--- src/rtl/pixel_dispatcher.sv ---
// Raster-order frame scheduler: hands pixel coordinates to idle iteration cores
// round-robin, tracks in-flight jobs and pulses frame_done when a full frame drains.
module pixel_dispatcher #(
  parameter int WIDTH  = 640,
  parameter int HEIGHT = 480,
  parameter int NCORES = 4,
  localparam int XW = $clog2(WIDTH),
  localparam int YW = $clog2(HEIGHT),
  localparam int PW = (NCORES > 1) ? $clog2(NCORES) : 1
) (
  input  logic              clk,
  input  logic              rst_n,
  input  logic              start,
  input  logic              abort,
  input  logic [NCORES-1:0] core_done,
  output logic [NCORES-1:0] core_start,
  output logic [XW-1:0]     job_x,
  output logic [YW-1:0]     job_y,
  output logic              busy,
  output logic              frame_done
);

  typedef enum logic [2:0] {
    IDLE,
    DISPATCH,
    DRAIN,
    DRAIN_ABORT,
    DONE
  } state_t;

  localparam logic [XW-1:0] XMAX = XW'(WIDTH - 1);
  localparam logic [YW-1:0] YMAX = YW'(HEIGHT - 1);

  state_t            state, state_nxt;
  logic [XW-1:0]     x, x_nxt;
  logic [YW-1:0]     y, y_nxt;
  logic [PW-1:0]     rr_ptr, rr_nxt;
  logic [NCORES-1:0] core_busy;
  logic [NCORES-1:0] grant;
  logic              grant_vld;
  logic [PW-1:0]     grant_idx;
  logic              issue;

  function automatic logic [PW-1:0] rr_index(input logic [PW-1:0] base, input int k);
    int s;
    s = int'(base) + k;
    if (s >= NCORES) s = s - NCORES;
    return PW'(s);
  endfunction

  // Round-robin search over the registered busy map, starting at rr_ptr
  always_comb begin
    grant_vld = 1'b0;
    grant_idx = '0;
    for (int k = 0; k < NCORES; k++) begin
      if (!grant_vld && !core_busy[rr_index(rr_ptr, k)]) begin
        grant_vld = 1'b1;
        grant_idx = rr_index(rr_ptr, k);
      end
    end
    grant = '0;
    if (grant_vld) grant[grant_idx] = 1'b1;
  end

  always_comb begin
    state_nxt = state;
    x_nxt     = x;
    y_nxt     = y;
    rr_nxt    = rr_ptr;
    issue     = 1'b0;
    case (state)
      IDLE: begin
        if (start) begin
          state_nxt = DISPATCH;
          x_nxt     = '0;
          y_nxt     = '0;
          rr_nxt    = '0;
        end
      end
      DISPATCH: begin
        if (abort) begin
          state_nxt = DRAIN_ABORT;
        end else if (grant_vld) begin
          issue  = 1'b1;
          rr_nxt = rr_index(grant_idx, 1);
          if (x == XMAX && y == YMAX) begin
            state_nxt = DRAIN;
            x_nxt     = '0;
            y_nxt     = '0;
          end else if (x == XMAX) begin
            x_nxt = '0;
            y_nxt = y + 1'b1;
          end else begin
            x_nxt = x + 1'b1;
          end
        end
      end
      DRAIN: begin
        if (abort)               state_nxt = DRAIN_ABORT;
        else if (core_busy == '0) state_nxt = DONE;
      end
      DRAIN_ABORT: begin
        if (core_busy == '0) begin
          state_nxt = IDLE;
          x_nxt     = '0;
          y_nxt     = '0;
        end
      end
      DONE:    state_nxt = IDLE;
      default: state_nxt = IDLE;
    endcase
  end

  // A grant only ever targets a clear bit, so set and clear never collide
  always_ff @(posedge clk or negedge rst_n) begin
    if (!rst_n) begin
      state      <= IDLE;
      x          <= '0;
      y          <= '0;
      rr_ptr     <= '0;
      core_busy  <= '0;
      core_start <= '0;
      job_x      <= '0;
      job_y      <= '0;
      busy       <= 1'b0;
      frame_done <= 1'b0;
    end else begin
      state      <= state_nxt;
      x          <= x_nxt;
      y          <= y_nxt;
      rr_ptr     <= rr_nxt;
      core_busy  <= (core_busy & ~core_done) | (issue ? grant : '0);
      core_start <= issue ? grant : '0;
      if (issue) begin
        job_x <= x;
        job_y <= y;
      end
      busy       <= (state_nxt != IDLE);
      frame_done <= (state_nxt == DONE);
    end
  end

endmodule

--- config.mk ---
export PLATFORM = sky130hd
export DESIGN_NAME = pixel_dispatcher
export DESIGN_NICKNAME = d
export VERILOG_FILES = /design/src/rtl/pixel_dispatcher.sv
export SDC_FILE = /design/constraint.sdc
export NUM_CORES = 1
export LEC_CHECK = 0
export CAP_MARGIN = 20
export CORE_MARGIN = 2
export CORE_UTILIZATION = 30
export DETAILED_ROUTE_END_ITERATION = 6
export MAX_ROUTING_LAYER = met4
export PLACE_DENSITY_LB_ADDON = 0.12
export SLEW_MARGIN = 40
export SYNTH_ARGS = -nofsm -noshare
export SYNTH_HDL_FRONTEND = slang
export SYNTH_SLANG_ARGS = --single-unit
export TNS_END_PERCENT = 1
--- constraint.sdc ---
create_clock -name clk -period 2.9 [get_ports clk]
set_clock_uncertainty 0.2 [all_clocks]
set_input_delay 0.87 -clock clk [delete_from_list [all_inputs] [get_ports clk]]
set_output_delay 0.87 -clock clk [all_outputs]
set_load 0.02 [all_outputs]
## After elaboration in Yosys (flattened, before gate mapping)

Cells that the tools add are included.

- $add $sub $neg: 11
- Order comparisons: 11
- Equality and inequality tests: 11
- Muxes and demuxes: 54
- Bitwise gates (word level): 3
- Reductions and logical operators: 18

Operators with widths:

| kind | count |
|---|---|
| $mux W10 | 6 |
| $mux W9 | 6 |
| $pmux W10 S3 | 1 |
| $pmux W9 S3 | 1 |
| $mux W2 | 12 |
| $mux W3 | 7 |
| $lt A2 B3 Y1 const B | 5 |
| $ge A3 B3 Y1 const B | 4 |
| $mux W1 | 12 |
| $pmux W3 S4 | 1 |
| $add A10 B1 Y10 const B | 1 |
| $eq A10 B10 Y1 const B | 1 |
| $sub A2 B1 Y2 const B | 5 |
| $add A9 B1 Y9 const B | 1 |
| $eq A9 B9 Y1 const B | 1 |
| $bmux W1 S2 | 4 |
| $mux W4 | 2 |
| $ne A2 B2 Y1 const B | 4 |
| $add A2 B1 Y3 const B | 2 |
| $add A2 B2 Y3 const B | 2 |
| $eq A3 B2 Y1 const B | 2 |
| $reduce_and A6 Y1 | 1 |
| $reduce_bool A3 Y1 | 2 |
| $logic_and A1 B1 Y1 | 5 |
| other kinds (16) | 20 |

- Bits in registers: 53
- Input bits: 8
- Output and inout bits: 25
- Word-level logic and storage cells: 118

## Logic depth before layout (Yosys ltp)

- Word-level depth: 21
- Gate-level depth with buffers: 9
- Gate-level depth less buffers: 8

## Least setup slack after synthesis

Ideal clock, no wire load.

- Path type: input port to flip-flop
- Start point: input port start
- End point: register busy
- Setup time: 0.138 ns
- Arrival: 1.755 ns
- Data required time: 2.562 ns
- Path slack: 0.806 ns
- Stages on the path: 4
- Path buffers: 0
- Cell sequence: nor2b_1 -> a211oi_1 -> a311oi_1 -> or4_1

- Word-level cells in the longest chain between the ends: 3

RTL lines:

| item | line | RTL |
|---|---|---|
| from (decl) | 13 | `input logic start,` |
| $mux W3 | 73 | `if (start) begin` |
| $pmux W3 S4 | 71 | `case (state)` |
| $reduce_bool A3 Y1 | 138 | `busy <= (state_nxt != IDLE);` |
| to (signal assigned) | 138 |  |
| to (decl) | 19 | `output logic busy,` |

No other way between the ends.
A chain may end at the register's enable or synchronous reset.

## Worst setup path after layout

- Start point: input port start
- End point: register x[6]

- Word-level cells in the longest chain between the ends: 2

RTL lines:

| item | line | RTL |
|---|---|---|
| $ne A2 B2 Y1 (no line) | - |  |
| $reduce_and A5 Y1 (no line) | - |  |
| to (signal assigned) | 129 | `x <= x_nxt;` |
| to (decl) | 35 | `logic [XW-1:0] x, x_nxt;` |

No other way between the ends.

==> results.txt <==
Total CTS buffers: 5
Post-synth top cells: nand2_1 (68), dfrtp_1 (53), o21ai_1 (28)
Largest family of logic cells by synthesized area: simple AND/OR/NAND/NOR gates
Cell with the most instances after synthesis: nand2_1
Reg2Reg Setup Slack: 0.66 ns
First-pass GRT wire length: 10.13 mm
GRT Util Overall: 13.40%
Worst setup margin: 0.5257 ns
Pre-CTS WS: 0.2452 ns
Crit path launch type: input port
Die Span X: 97.03 um
Area grow syn2layout: 23.28%
Status: complete, no violations
Post-synth EDFFs: 0
PD cells: 839.6 nW/um^2
Setup crit end kind: flop
Seq/Total Area, Yosys: 51.08%
Clock latency at the later pin of the worst-skew pair: 0.31 ns
Initial drt markers: 54
Relative slew slack: 61.57%
H-Tree Level Count: 2
Vias per cell: 5.031
Register area: 1326 um^2
Chip height: 97.03 um
Ys async rst share: 100.0%
WP data arrival: 2.37 ns
Worst EP required: 2.90 ns
Yosys top cell area share: 51.08%
Final Total Pwr: 2.687 mW
Core Region: 8299 um^2
Starting Density: 31.28%
Max-cap violations: 0
Post-synth cell types: 46
Pins Over Slew Limit: 0
Hold slack: 0.2869 ns
Non-filler cells in the finished layout: 422
Gate count of the mapped netlist: 281
Hpwl dp: 4.081 mm
Filler cells: 835
Crit-path cells: clkdlybuf4s50_1 > nor2b_1 > a32oi_1 > and2_1 > buf_12 > o21ai_1 > o41ai_1
Reg-to-reg critical path startpoint: x[0]
Total die area: 9414 um^2
Min cycle time layout: 2.374 ns
Buffer and inverter count on the worst path: 2
Average cell area after synthesis: 9.239 um^2
Gr ovfl total: 0
Final Hold Fails: 0
Ranking of synthesized cells by area: dfrtp_1 (51%), nand2_1 (9.8%), o21ai_1 (5.4%), ha_1 (2.9%), and3_1 (2.4%)
Largest net degree at the start of global routing: 32
VDD IR max: 0.2925 mV
CP peak stage delay: 0.47 ns
WS Path Type: in -> reg
Share of cells above drive strength 1: 7.571%
Footprint of the multi-input gates: 1176 um^2
Worst path top cell family by delay: buffers and inverters
Worst Reg-to-Reg Cells: 6
Crit-path max FO: 18
Slew @ Worst Pin: 0.5765 ns
WHS Endpoint: job_y[2]
Bufs on Longest Clock Path: 2
Placed cell areas: 3084 um^2
Clk pin slew, worst setup/hold paths: 0.10 ns
Final Instance Area: 3201 um^2
Antenna Diode Count: 0
WL final: 5.904 mm
Synthesis Warnings: 0
Hold path cells: 2
DRT antenna net count: 0
Post-Synth XOR/XNOR Area: 0%
Max Clk Rate: 421.2 MHz
Drt drc: 0
Adder-cell share of the synthesized area: 2.892%
Num rows: 33
Placed insts: 414
Post-DR wirelength/cell: 13.99 um
Post-CTS Setup Inserts: 0
Vias in the first global route: 2,100
CP max-delay cell: clkdlybuf4s50_1
Reg2reg end: y[7]
Clk root buf: clkbuf_8
Compound-cell area share of the yosys netlist: 16.67%
RSZ-0062 raised after global routing: false
Pleak: 1.512 nW
Multiplexer share of the synthesized area: 0%
Drt pass-1 iters: 4
Post-cts resize count: 0
Worst Hold Class: reg -> reg
Final setup fails: 0
IO Pins: 33
Net Count, Synth: 295
Worst hold path startpoint: job_y[2]
Final worst path period share: 81.87%
# nets final: 330
Ys flop type: dfrtp_1
Post-Synth Simple-Gate Area: 25.54%
Clk sinks: 53
Setup TNS: 0 ns
Synth Register Bits: 53
GP Congestion: 0.8109
Initial antenna violation count: 0
CTS tree: built
Post-CTS Hold Buffers: 0
Mapped Area: 2596 um^2
Synth area leader: dfrtp_1
PortBufs: 32
Final core utilization: 38.56%
Vias: 2,123
==> per-layer routing <==
layer  wire [um]  track usage (%)
met2        2815            22.06
met3         128            2.673
met1        2896            16.80
met5           0                -
met4          63            3.792
==> worst reg2reg max path: stages, from the launching register on <==
cell	delay, ns
dfrtp_1	0.43
ha_1	0.25
nand3_2	0.17
o41ai_4	0.53
nand4_1	0.19
or3_1	0.33
o21ai_1	0.07
==> final cells by class <==
| type | instances | area share, % |
|---|---|---|
| Sequential cell | 53 | 41.44 |
| Multi-Input combinational cell | 207 | 36.75 |
| Timing Repair Buffer | 41 | 13.14 |
| Tap cell | 105 | 4.105 |
| Clock buffer | 7 | 2.697 |
| Clock inverter | 1 | 0.9382 |
| Inverter | 8 | 0.9382 |
==> worst max path at each step <==
| stage | depth (start not counted) | startpoint | to | slack [ns] |
|---|---|---|---|---|
| floorplan | 4 | start | busy | 0.81 |
| global placement | 7 | abort | y[3] | 0.23 |
| detailed placement | 7 | start | x[6] | 0.25 |
| CTS | 1 | job_y[8] | job_y[8] | 0.53 |
| global route | 7 | start | x[6] | 0.41 |
| finish | 7 | start | x[6] | 0.53 |
==> logic make-up after synthesis <==
logic type / Yosys count
simple gates: 131
flops: 53
compound gates: 70
buf+inv: 21
fa+ha+maj: 6
==> cells in the final DEF, fill, tap and decap left out, types with 2 or more instances in the layout <==
cell and count:
clkbuf_8 6, a311oi_1 2, and3_1 10, o21ai_0 8, and2_1 2, a32oi_1 2, nand2b_1 2, and2b_1 3
buf_4 6, nand3_1 8, nor2b_1 4, o21ai_1 28, and4_1 3, o21a_1 2, clkdlybuf4s50_1 31, ha_1 6
inv_1 8, a21oi_1 11, a21o_1 3, a31oi_1 4, or3_1 3, nand2_1 68, nor4_1 2, nor4b_1 2
buf_12 3, nor2_1 7, dfrtp_1 53, o31ai_1 3, nand3_2 2, nand4_1 6
==> where the power goes <==
group,internal [mW],leakage (nW),switching [mW]
registers,0.857,0.721,0.149
clock network,0.282,0.0585,0.245
logic,0.488,0.733,0.666
==> sequential cells by signal, summed over array words and instances, names as in the netlist <==
name and flops:
busy 1, core_busy 4, core_start 4, frame_done 1
job_x 10, job_y 9, rr_ptr 2, state 3
x 10, y 9
Note: power is estimated with default switching activity, not from simulation.
